**config.mk**
```make
export PLATFORM = sky130hd
export DESIGN_NAME = jk_sync_counter
export DESIGN_NICKNAME = d
export VERILOG_FILES = /design/src/rtl/jk_sync_counter_pkg.sv /design/src/rtl/jk_sync_counter_jk_ff_sync.sv /design/src/rtl/jk_sync_counter.sv
export SDC_FILE = /design/constraint.sdc
export NUM_CORES = 1
export LEC_CHECK = 0
export CORE_AREA = 2 2 39 41
export DETAILED_ROUTE_END_ITERATION = 8
export DIE_AREA = 0 0 41 43
export PLACE_DENSITY = 0.76
export SLEW_MARGIN = 20
export SYNTH_ARGS = -nofsm -noshare
export SYNTH_HDL_FRONTEND = slang
export SYNTH_HIERARCHICAL = 1
export SYNTH_SLANG_ARGS = --single-unit
```
**constraint.sdc**
```tcl
create_clock -name clk -period 4.3 [get_ports clk]
set_input_delay 0.645 -clock clk [delete_from_list [all_inputs] [get_ports clk]]
set_output_delay 0.645 -clock clk [all_outputs]
set_load 0.01 [all_outputs]
```
**src/rtl/jk_sync_counter_pkg.sv**
```systemverilog
// ---------------------------------------------------------------------------
// jk_sync_counter_pkg : shared mode encodings and default width
// Revision 1.0
// ---------------------------------------------------------------------------
`default_nettype none

package jk_sync_counter_pkg;

  localparam int DEFAULT_WIDTH = 4;

  typedef enum logic [1:0] {
    MODE_HOLD  = 2'd0,
    MODE_LOAD  = 2'd1,
    MODE_COUNT = 2'd2
  } mode_e;

endpackage

`default_nettype wire

```
**src/rtl/jk_sync_counter_jk_ff_sync.sv**
```systemverilog
// ---------------------------------------------------------------------------
// jk_ff_sync : single JK flip-flop with synchronous active-low reset
// Revision 1.0
// ---------------------------------------------------------------------------
`default_nettype none

module jk_ff_sync (
  input  logic clk,
  input  logic reset,
  input  logic J,
  input  logic K,
  output logic Q
);

  logic q_q;
  logic q_d;

  always_comb begin
    q_d = q_q;
    case ({J, K})
      2'b00:   q_d = q_q;
      2'b01:   q_d = 1'b0;
      2'b10:   q_d = 1'b1;
      default: q_d = ~q_q;
    endcase
  end

  always_ff @(posedge clk) begin
    if (!reset) begin
      q_q <= 1'b0;
    end else begin
      q_q <= q_d;
    end
  end

  assign Q = q_q;

endmodule

`default_nettype wire

```
**src/rtl/jk_sync_counter.sv**
```systemverilog
// ---------------------------------------------------------------------------
// jk_sync_counter : up/down counter with load, saturate/wrap, built on JK cells
// Revision 1.0
// ---------------------------------------------------------------------------
`default_nettype none

module jk_sync_counter
  import jk_sync_counter_pkg::*;
#(
  parameter int WIDTH = DEFAULT_WIDTH
) (
  input  logic             clk,
  input  logic             reset,
  input  logic             en,
  input  logic             up,
  input  logic             sat,
  input  logic             load,
  input  logic [WIDTH-1:0] load_val,
  output logic [WIDTH-1:0] q,
  output logic             tc,
  output logic             wrap_p
);

  localparam logic [WIDTH-1:0] C_MAX  = {WIDTH{1'b1}};
  localparam logic [WIDTH-1:0] C_ZERO = {WIDTH{1'b0}};
  localparam logic [WIDTH-1:0] C_ONE  = {{(WIDTH-1){1'b0}}, 1'b1};

  mode_e            mode;
  logic [WIDTH-1:0] nxt;
  logic [WIDTH-1:0] jk_j;
  logic [WIDTH-1:0] jk_k;
  logic             wrap_p_d;
  logic             wrap_p_q;

  assign tc = (up && (q == C_MAX)) || (!up && (q == C_ZERO));

  always_comb begin
    mode = MODE_HOLD;
    if (load) begin
      mode = MODE_LOAD;
    end else if (en) begin
      mode = MODE_COUNT;
    end
  end

  always_comb begin
    nxt      = q;
    wrap_p_d = 1'b0;
    case (mode)
      MODE_LOAD: nxt = load_val;
      MODE_COUNT: begin
        if (!tc) begin
          nxt = up ? (q + C_ONE) : (q - C_ONE);
        end else if (!sat) begin
          // At the end value, wrap to the opposite end and flag it
          nxt      = up ? C_ZERO : C_MAX;
          wrap_p_d = 1'b1;
        end
      end
      default: nxt = q;
    endcase
  end

  // Excitation only sets or clears, so the toggle combination never arises
  assign jk_j = nxt & ~q;
  assign jk_k = ~nxt & q;

  generate
    for (genvar i = 0; i < WIDTH; i++) begin : g_cell
      jk_ff_sync u_cell (
        .clk   (clk),
        .reset (reset),
        .J     (jk_j[i]),
        .K     (jk_k[i]),
        .Q     (q[i])
      );
    end
  endgenerate

  always_ff @(posedge clk) begin
    if (!reset) begin
      wrap_p_q <= 1'b0;
    end else begin
      wrap_p_q <= wrap_p_d;
    end
  end

  assign wrap_p = wrap_p_q;

endmodule

`default_nettype wire

```
[After elaboration in Yosys (flattened, before gate mapping)]
Index checks and enable logic that the tools add are counted.
Cells by class
  multiplexer cells: 12
  equality and inequality tests: 11
  reduce and logical (&&, ||, !) cells: 10
  $add $sub $neg: 2
  bitwise logic cells: 8
Operators with widths (count)
  4-bit 2-to-1 mux: 4
  1-bit one-hot mux with 3 select lines: 4
  2-bit by 1-bit equality test with 1-bit output, second input constant: 5
  2-bit equality test, second input constant: 5
  4-bit bitwise AND: 2
  2-bit logical NOT: 4
  4-bit NOT: 2
  4-bit one-hot mux with 2 select lines: 1
  4-bit by 1-bit adder with 4-bit output, second input constant: 1
  4-bit equality test, second input constant: 1
  4-bit logical NOT: 1
  2-bit 2-to-1 mux: 2
  1-bit NOT: 4
  4-bit by 1-bit subtractor with 4-bit output, second input constant: 1
  3-bit AND reduction: 1
  1-bit logical AND: 2
  1-bit logical NOT: 1
  1-bit logical OR: 1
  1-bit 2-to-1 mux: 1
Word-level totals
  output and inout bits: 6
  input port bits: 10
  bits in registers: 5
  word-level logic and storage cells: 48

[Logic depth before layout (Yosys ltp)]
Gate-level depths: netlist of run 1.
  word-level depth: 9
  depth in mapped cells: 11
  depth with buffers taken out: 11

[By module]
The synthesis of run 1 kept the hierarchy.
By module, submodules not included
  jk_sync_counter: seq. area each 20.0 sq um, times used 1, area each 326.6 sq um, cells each 44
  jk_ff_sync: seq. area each 20.0 sq um, times used 4, area each 80.1 sq um, cells each 10

[Least setup slack after synthesis of run 1]
No wires, ideal clock.
  path type: in2reg
  from: in up
  to: reg g_cell[3].u_cell.q_q
  arrival time: 2476 ps
  data required time: 4226 ps
  slack: 1750 ps
  stages: 11
  path buffers: 0
  setup time: 74 ps
  cells stage by stage: inv_1 -> ha_1 -> a21o_1 -> a21oi_1 -> xnor2_1 -> nand3_1 -> a21oi_1 -> inv_1 -> ha_1 -> or3_1 -> a31oi_1
Between the ends
  elaborated cells between the ends (all ways): 16
  classes of those cells: eq/ne (2); mux (6); bitwise (3); reduce/logical (5)
RTL lines
  start: declaration: line jk_sync_counter.sv:15  | input logic up,
  1-bit logical NOT: line jk_sync_counter.sv:35  | assign tc = (up && (q == C_MAX)) || (!up && (q == C_ZERO));
  1-bit logical AND: line jk_sync_counter.sv:35
  1-bit logical OR: line jk_sync_counter.sv:35
  4-bit 2-to-1 mux (*): line jk_sync_counter.sv:52  | if (!tc) begin
  4-bit one-hot mux with 2 select lines (*): line jk_sync_counter.sv:49  | case (mode)
  4-bit bitwise AND (*): line jk_sync_counter.sv:65  | assign jk_j = nxt & ~q;
  via jk_j[3]: line jk_sync_counter.sv:30  | logic [WIDTH-1:0] jk_j;
  2-bit equality test, or another cell as far along: line jk_sync_counter_jk_ff_sync.sv:20  | case ({J, K})
  1-bit one-hot mux with 3 select lines: line jk_sync_counter_jk_ff_sync.sv:20
  end signal: assignment: line jk_sync_counter_jk_ff_sync.sv:32  | q_q <= q_d;
  end: declaration: line jk_sync_counter_jk_ff_sync.sv:15  | logic q_q;
The timed path passes the listed nets; every way through them passes the cells marked *.
A chain may end at the register's enable or synchronous reset.

[Worst setup path in the final report of run 1]
Ends and elaborated chain as after synthesis.

==> reports/metrics.yaml, run 1 <==
hold_start: "g_cell[2].u_cell/Q"
status: "finished, final reports clean"
cp.arrival_ns: 3.35
grt-ovfl-total: 0
dr.first_iter.drc_count: 16
cts_resized: 0
cts.path.max_buffers: 2
critPathKind: "in -> reg"
n_fill_cell: 148
yosysTopAreaCell: "ha_1"
cts_sinks: 5
multi_input_area_sq_um: 483
drt_pass1_iterations: 4
cts_setup_buffers: 0
ant_nets: 0
r2r_end: "g_cell[2].u_cell/Q"
cp_max_fo: 6
syn2layout_area_growth_pct: 30.4
ys_ff_latch: 5
worstSetupStartpointType: "input port"
yosysUniqueCellTypes: 31
routedWlPerCell_um: 11.6
root_buffer: "clkbuf_4"
crit_family: "buffers and inverters"
grt_max_degree: 10
cts_hold_buf: 0
syn_area_per_cell_sq_um: 7.70
totalWireLength_mm: 1.38
min_path_type: "reg -> reg"
fp.dieH_um: 43
slowest_delay_ns: 0.61
grt_pass1_wl_mm: 2.38
hold_viol_final: 0
worst_path_max_delay_cell: "clkdlybuf4s50_1"
io_pins: 16
crit_chain: "clkdlybuf4s50_1, inv_1, ha_1, a21o_1, a21oi_1, xnor2_1, nand3_1, a21oi_1, inv_1, ha_1, or3_1, a31oi_1"
grt_pass1_vias: 674
nets: 125
num_rows: 14
cp-end-kind: "register"
drive_gt1_share_pct: 7.77
reg2reg_from: "g_cell[1].u_cell/Q"
htreeDepth: 1
rr_worst_depth: 9
fp.dieW_um: 41
min_to: "g_cell[2].u_cell/Q"
netlist_area_sq_um: 647
synth_fp_nets: 105
min_period_ns: 3.17
rsz0062_at_grt: "false"
fmax_mhz: 315
clock_latency_ns: 0.25
finClkSkew_ns: 0.000611
path_buf_inv: 3
seqCellArea_sq_um: 100
drc_errors: 0
p_per_area_mw_per_mm2: 464
setup_tns_ns: 0
antenna-diode-count: 0
cap_viol_max_count: 0
antenna_found_initial: 0
synthCells: 84
min_path_cells: 2
yosysWarnings: 6
tightest_slew_ns: 0.365
cts_tree: "yes"
place_congestion: 0.786
grt_usage_pct: 19.3
yosysSeqAreaShare_pct: 15.5
synth_async_sr_flop_share_pct: 0
clk_pin_slew_ns: 0.04
vias: 653
dp_hpwl_mm: 1.09
synthTopCellsByArea: "ha_1 (19%), dfxtp_1 (15%), inv_1 (9.3%), nand3b_1 (4.6%), nand2_1 (4.1%)"
synth_edf_count: 0
vdd_drop_max_mv: 0.188
required_ns: 4.47
synth-main-ff-cell: "dfxtp_1"
die-area_sq_mm: 0.00176
viasPerCell: 5.49
synth_top_area_share_pct: 19.3
power_mw: 0.392
slew_headroom_pct: 75.6
synthMostInstantiatedCell: "inv_1"
initial_utilization_pct: 46.7
port_buffers: 15
leakage_nw: 0.341
slew_violations: 0
post-route-period-util_pct: 73.8
cts_buffers: 3
reg2reg_slack_ns: 1.65
ys_top_cells_by_count: "inv_1 (16), ha_1 (10), nand2_1 (7)"
setup-violations-final: 0
coreArea_sq_mm: 0.00138
## layer usage
layer | up-vias | global-route usage, % | routed length, um
li1 | 331 | - | -
met1 | 303 | 20.4 | 623
met2 | 19 | 31.6 | 703
met3 | 0 | 6.28 | 58
met4 | 0 | 10.7 | 0
met5 | - | 0 | 0
## cells in the final DEF, fill, tap and decap left out, drive strengths merged
master	synthesis	final
nor3	1	1
a31oi	4	4
o221ai	1	1
dfxtp	5	5
or4	1	1
or3	5	5
nand4	1	1
o22ai	1	1
a21o	1	1
ha	10	10
xnor2	3	3
nand3	1	1
clkbuf	0	4
inv	16	16
o2111a	1	1
a211oi	1	1
nand3b	4	4
nand2	7	7
nor2	6	6
a22oi	2	2
o21a	1	1
o21ai	1	1
clkinv	1	1
nor4b	1	1
a21oi	5	5
and2	1	1
fa	1	1
o32ai	1	1
clkdlybuf4s50	0	15
nor2b	1	1
## logic make-up (layout without fill, tap and decap cells)
family                   Yosys count  after routing  share of synthesized area [%]
flip-flops                         5              5                           15.5
AND/OR/NAND/NOR                   29             29                           25.1
AO/OA/AOI/OAI                     19             19                           23.0
adder cells (fa/ha/maj)           11             11                           22.4
buffers and inverters             17             36                           9.86
XOR/XNOR                           3              3                           4.06
## registers in the layout, summed over array words and instances (netlist names)
signal	count
g_cell.u_cell/Q	4
wrap_p	1
## worst register-to-register path: cells and delay by family, from the launching register on
| family | cells | cell delay (ns) |
|---|---|---|
| AOI/OAI and AO/OA | 3 | 0.31 |
| adders and majority gates | 1 | 0.30 |
| buffers and inverters | 1 | 0.08 |
| DFF | 1 | 0.39 |
| and+or+nand+nor | 4 | 1.50 |
## where the power goes
part           internal, mW  leakage (nW)  switching, mW
Sequential           0.0607        0.0411         0.0297
Clock                0.0351        0.0150         0.0202
Combinational         0.129         0.285          0.117
Total                 0.225         0.341          0.167
## per-stage QoR
step	cells	hold slack [ns]	cell area (sq um)	setup WS [ns]	util, %
global placement	115	0.548	817	0.947	59.0
detailed placement	115	0.549	817	0.886	59.0
CTS	119	0.569	843	1.13	60.9
floorplan	84	0.545	647	1.75	-
finish	119	0.559	843	1.13	60.9
global route	119	0.589	843	0.878	60.9
## how the worst max path moves through the flow
stage	from	endpoint	cells after the start
6_report	up	g_cell[3].u_cell/Q	12
5_1_grt	up	g_cell[3].u_cell/Q	12
4_1_cts	up	g_cell[3].u_cell/Q	12
3_5_place_dp	up	g_cell[3].u_cell/Q	12
3_3_place_gp	up	g_cell[3].u_cell/Q	12
2_1_floorplan	up	g_cell[3].u_cell/Q	11
## layout make-up
| class | count | share of cell area [%] |
|---|---|---|
| Clock buffer | 4 | 3.12 |
| Tap cell | 16 | 2.37 |
| Multi-Input combinational cell | 62 | 57.3 |
| Inverter | 17 | 7.57 |
| Sequential cell | 5 | 11.9 |
| Timing Repair Buffer | 15 | 17.8 |
(Power assumes the default switching activity.)
==> run 2, diff against run 1 <==
CORE_AREA = default   (was 2 2 39 41)
CORE_MARGIN = 2   (was default)
CORE_UTILIZATION = 47   (was default)
DIE_AREA = default   (was 0 0 41 43)
PLACE_DENSITY = 0.74   (was 0.76)
clock period = 3 ns   (was 4.3 ns; I/O delays follow)
==> run 2 against run 1 <==
  * Worst setup slack worse by 0.91 ns
  * Combinational power up 43%
  * Total power is 44% higher
==> reports/metrics.yaml, run 2 (synthesis results as in run 1) <==
slew_violations: 0  # unchanged
slew_headroom_pct: 73.1  # -2.4 points
pre_cts_ws_ns: -0.0106  # -0.896 ns
finClkSkew_ns: 0.00408  # +0.00347 ns
final.hold.worst_slack_ns: 0.562  # +0.00227 ns
antenna-diode-count: 0  # unchanged
multi_input_area_sq_um: 483  # unchanged
routedWlPerCell_um: 11.7  # +0.79%
htreeDepth: 1  # unchanged
layout_common_cells: "inv_1 (16), clkdlybuf4s50_1 (15), ha_1 (10)"
grt_pass1_wl_mm: 2.08  # -13%
port_buffers: 15  # unchanged
fp.dieH_um: 41.1  # -4.4%
cp.arrival_ns: 2.95  # -0.40 ns
worstSetupStartpointType: "input port"
power.switching_mw: 0.240  # +44%
min_path_type: "reg -> reg"
min_period_ns: 2.78
tightest_slew_ns: 0.402  # +0.0367 ns
slowest_delay_ns: 0.48  # -0.13 ns
grt_max_degree: 10  # unchanged
n_fill_cell: 129  # -13%
place_congestion: 0.785  # -0.17%
cts_sinks: 5  # unchanged
cp-end-kind: "register"
dp_hpwl_mm: 1.07  # -2.1%
post-place-cells: 115  # unchanged
clock_latency_ns: 0.24  # about the same
crit_chain: "clkdlybuf4s50_1, inv_1, ha_1, a21o_1, a21oi_1, xnor2_1, nand3_1, a21oi_1, inv_1, ha_1, or3_1, a31oi_1"
die-area_sq_mm: 0.00169  # -4.2%
grt-ovfl-total: 0  # unchanged
vdd_drop_max_mv: 0.317  # +69%
pwr-share-clk_pct: 14.4  # +0.3 points
num_rows: 13  # -1
io_pins: 16  # unchanged
grt_use_met2_pct: 30.1  # -1.5 points
required_ns: 3.17  # -1.30 ns
rsz0062_at_grt: "false"
cts_setup_buffers: 0  # unchanged
root_buffer: "clkbuf_4"
crit_family: "compound AO/OA/AOI/OAI gates"
vias: 656  # +0.46%
nets: 126  # +0.80%
reg2reg_slack_ns: 0.35  # -1.30 ns
pwr-share-seq_pct: 23.1  # about the same
drc_errors: 0  # unchanged
cap_viol_max_count: 0  # unchanged
drt_pass1_iterations: 4  # unchanged
antenna_found_initial: 0  # unchanged
status: "finished, final reports clean"
final_common_cell: "inv_1"
grt_pass1_vias: 513  # -24%
switching_share_pct: 42.6  # +0.060 points
cp_max_fo: 3  # -3
leakage_nw: 0.346  # +1.4%
cts.path.max_buffers: 2  # unchanged
setup-violations-final: 0  # unchanged
cts_hold_buf: 0  # unchanged
final_cells: 119  # unchanged
dr.first_iter.drc_count: 16  # unchanged
totalWireLength_mm: 1.40  # +0.79%
gr-usage-met1_pct: 23.2  # +2.7 points
viasPerCell: 5.51  # +0.46%
ant_nets: 0  # unchanged
internal-power_mw: 0.323  # +43%
cts_buffers: 3  # unchanged
worst_path_max_delay_cell: "clkdlybuf4s50_1"
combPwrFrac_pct: 62.6  # -0.2 points
cts_resized: 0  # unchanged
path_buf_inv: 3  # unchanged
fmax_mhz: 360
p_per_area_mw_per_mm2: 662  # +42%
critPathKind: "in -> reg"
busiest_layer: "met2"
clk_pin_slew_ns: 0.05  # about the same
seqCellArea_sq_um: 100  # unchanged
grt_usage_pct: 19.3  # -0.070 points
hold_viol_final: 0  # unchanged
coreArea_sq_mm: 0.00130  # -6.0%
cts_tree: "yes"
fp.dieW_um: 41.1  # +0.24%
post-route-period-util_pct: 92.6
initial_utilization_pct: 49.7  # +3.0 points
largest_register_ffs: 4  # unchanged
finalWorstSetupSlack_ns: 0.221  # -0.905 ns
drive_gt1_share_pct: 8.65  # +0.89 points
syn2layout_area_growth_pct: 31.3
met3_usage_pct: 3.26  # -3.0 points
[run 2: layer usage]
metal	share of wire, %	up-vias
li1	-	337
met4	1.4	0
met1	48	296
met3	4.8	2
met5	0	-
met2	45	21
[run 2: worst paths after layout]
path,depth (start not counted),to,start
worst max-delay path,12,g_cell[3].u_cell/Q,up
worst max register to register,9,g_cell[2].u_cell/Q,g_cell[1].u_cell/Q
worst min-delay path,2,g_cell[2].u_cell/Q,g_cell[2].u_cell/Q
worst min register to register,2,g_cell[2].u_cell/Q,g_cell[2].u_cell/Q
[run 2: layout make-up]
type,instances,share of cell area [%]
clock buffers,4,3.09
inverters,17,7.51
multi-input cells,62,56.8
flip-flops and latches,5,11.8
well taps,15,2.21
repair buffers,16,18.6
[run 2: worst min-delay path: stages, from the launching register on]
cell	delay (ns)
dfxtp_1	0.37
nand2_1	0.08
a31oi_1	0.06
[run 2: through the flow]
step | power, mW | TNS (ns) | utilization, % | cell area [sq um]
finish | 0.562 | 0 | 65.3 | 850
global route | 0.615 | 0 | 65.3 | 850
CTS | 0.565 | 0 | 65.3 | 850
detailed placement | 0.480 | -0.0106 | 63.3 | 823
global placement | 0.468 | 0 | 63.3 | 823
floorplan | 0.364 | 0 | - | 647
[run 2: power groups by stage]
stage / sequential (mW) / clock, mW / combinational (mW)
2_1_floorplan: 0.128 / 0 / 0.236
5_1_grt: 0.133 / 0.0853 / 0.397
6_report: 0.130 / 0.0807 / 0.352
3_3_place_gp: 0.129 / 0 / 0.339
4_1_cts: 0.129 / 0.0833 / 0.352
3_5_place_dp: 0.130 / 0 / 0.349
==> run 3, diff against run 2 <==
CORE_MARGIN = 4   (was 2)
PLACE_DENSITY = default   (was 0.74)
PLACE_DENSITY_LB_ADDON = 0.12   (was default)
==> run 3 against run 2 <==
  * Cell count stayed put
  * Clock skew is 0.0020 ns lower
  * Clock power is 1% higher
  * Flip-flop and latch count stayed put
  * Global-route usage is 2.5 points lower
  * Largest cell class unchanged
  * Via count is 2.9% lower
  * Wire length is 1.7% lower
  * Register-to-register slack hardly changed
  * Count of clock-buffer cells in the layout stayed put
  * Highest routed layer unchanged
  * Worst hold slack better by 0.0032 ns
  * Sequential share of layout area stayed put
==> reports/metrics.yaml, run 3 (synthesis results as in run 1) <==
status: "finished, final reports clean"
cp.arrival_ns: 2.92  # -0.03 ns
worstSetupStartpointType: "input port"
ant_nets: 0  # unchanged
place_congestion: 0.721  # -8.1%
hold_viol_final: 0  # unchanged
cts_hold_buf: 0  # unchanged
cts_buffers: 3  # unchanged
vdd_drop_max_mv: 0.287  # -9.5%
multi_input_area_sq_um: 483  # unchanged
hold_start: "g_cell[3].u_cell/Q"
tightest_slew_ns: 0.391  # -0.0110 ns
setup_tns_ns: 0  # unchanged
cts_resized: 0  # unchanged
cts_setup_buffers: 0  # unchanged
io_pins: 16  # unchanged
clk_pin_slew_ns: 0.04  # about the same
coreArea_sq_mm: 0.00130  # unchanged
setup-violations-final: 0  # unchanged
syn2layout_area_growth_pct: 31.3  # unchanged
reg2reg_slack_ns: 0.35  # about the same
cts_sinks: 5  # unchanged
num_rows: 13  # unchanged
p_per_area_mw_per_mm2: 661  # about the same
finalWorstSetupSlack_ns: 0.257  # +0.0360 ns
initial_utilization_pct: 49.7  # unchanged
min_period_ns: 2.74  # -0.0360 ns
htreeDepth: 1  # unchanged
startpoint: "up"
root_buffer: "clkbuf_4"
grt_pass1_vias: 610  # +19%
antenna_found_initial: 0  # unchanged
reg2reg_from: "g_cell[1].u_cell/Q"
nets: 126  # unchanged
finClkSkew_ns: 0.00212  # -0.00196 ns
min_path_type: "reg -> reg"
pre_cts_ws_ns: 0.00870  # +0.0193 ns
dr.first_iter.drc_count: 10  # -6
routedWlPerCell_um: 11.5  # -1.7%
clock_latency_ns: 0.25  # about the same
fp.dieW_um: 45.1  # +9.7%
port_buffers: 15  # unchanged
totalWireLength_mm: 1.37  # -1.7%
fmax_mhz: 365  # +1.3%
vias: 637  # -2.9%
cp-end-kind: "register"
slew_headroom_pct: 73.9  # +0.74 points
post-route-period-util_pct: 91.4  # -1.2 points
viasPerCell: 5.35  # -2.9%
required_ns: 3.18  # about the same
grt-ovfl-total: 0  # unchanged
cts_tree: "yes"
utilization_pct: 65.3  # unchanged
slew_violations: 0  # unchanged
fp.dieH_um: 45.1  # +9.7%
antenna-diode-count: 0  # unchanged
cap_viol_max_count: 0  # unchanged
layout_common_cells: "inv_1 (16), clkdlybuf4s50_1 (15), ha_1 (10)"
leakage_nw: 0.346  # unchanged
rsz0062_at_grt: "false"
largest_register_ffs: 4  # unchanged
cp_max_fo: 3  # unchanged
post-place-cells: 115  # unchanged
cts.path.max_buffers: 2  # unchanged
drt_pass1_iterations: 4  # unchanged
n_fill_cell: 128  # -0.78%
die-area_sq_mm: 0.00203  # +20%
critPathKind: "in -> reg"
seqCellArea_sq_um: 100  # unchanged
grt_pass1_wl_mm: 2.47  # +19%
dp_hpwl_mm: 1.11  # +3.9%
final_cells: 119  # unchanged
drc_errors: 0  # unchanged
drive_gt1_share_pct: 8.65  # unchanged
grt_usage_pct: 16.8  # -2.5 points
grt_max_degree: 10  # unchanged
final_common_cell: "inv_1"
-- run 3: cell counts in the layout (fill, tap and decap cells not counted) --
Identical to the previous run, type by type.
-- run 3: final timing paths --
path / end / cells past startpoint
hold / removal: g_cell[3].u_cell/Q / 2
setup / recovery: g_cell[3].u_cell/Q / 12
hold reg to reg: g_cell[3].u_cell/Q / 2
setup reg to reg: g_cell[2].u_cell/Q / 9
-- run 3: through the flow --
step | cell area [sq um] | power, mW | hold slack [ns]
after floorplan | 647 | 0.364 | 0.527
after global placement | 823 | 0.470 | 0.555
after detailed placement | 823 | 0.484 | 0.558
after CTS | 850 | 0.572 | 0.570
after global routing | 850 | 0.629 | 0.604
final | 850 | 0.562 | 0.565
-- run 3: layout make-up --
cell class	count	share of cell area (%)
inverters	17	7.51
flip-flops and latches	5	11.8
repair buffers	16	18.6
multi-input cells	62	56.8
well taps	15	2.21
clock buffers	4	3.09
-- run 3: routing by layer --
metal  up-vias  global-route usage [%]  share of wire [%]
met2        22                    28.5                 45
met3         4                    6.37                8.5
met1       276                    18.5                 44
met4         0                    7.02                1.8
li1        335                       -                  -
met5         -                       0                  0
-- run 3: critical path, stage by stage --
cell and delay, ns:
clkdlybuf4s50_1 0.47, inv_1 0.07, ha_1 0.29, a21o_1 0.17
a21oi_1 0.16, xnor2_1 0.14, nand3_1 0.13, a21oi_1 0.21
inv_1 0.07, ha_1 0.30, or3_1 0.31, a31oi_1 0.15
-- run 3: where the power goes --
part | leakage, nW | internal (mW) | switching, mW
Sequential | 0.0411 | 0.0870 | 0.0403
Combinational | 0.290 | 0.186 | 0.167
Clock | 0.0150 | 0.0505 | 0.0312
Total | 0.346 | 0.323 | 0.239
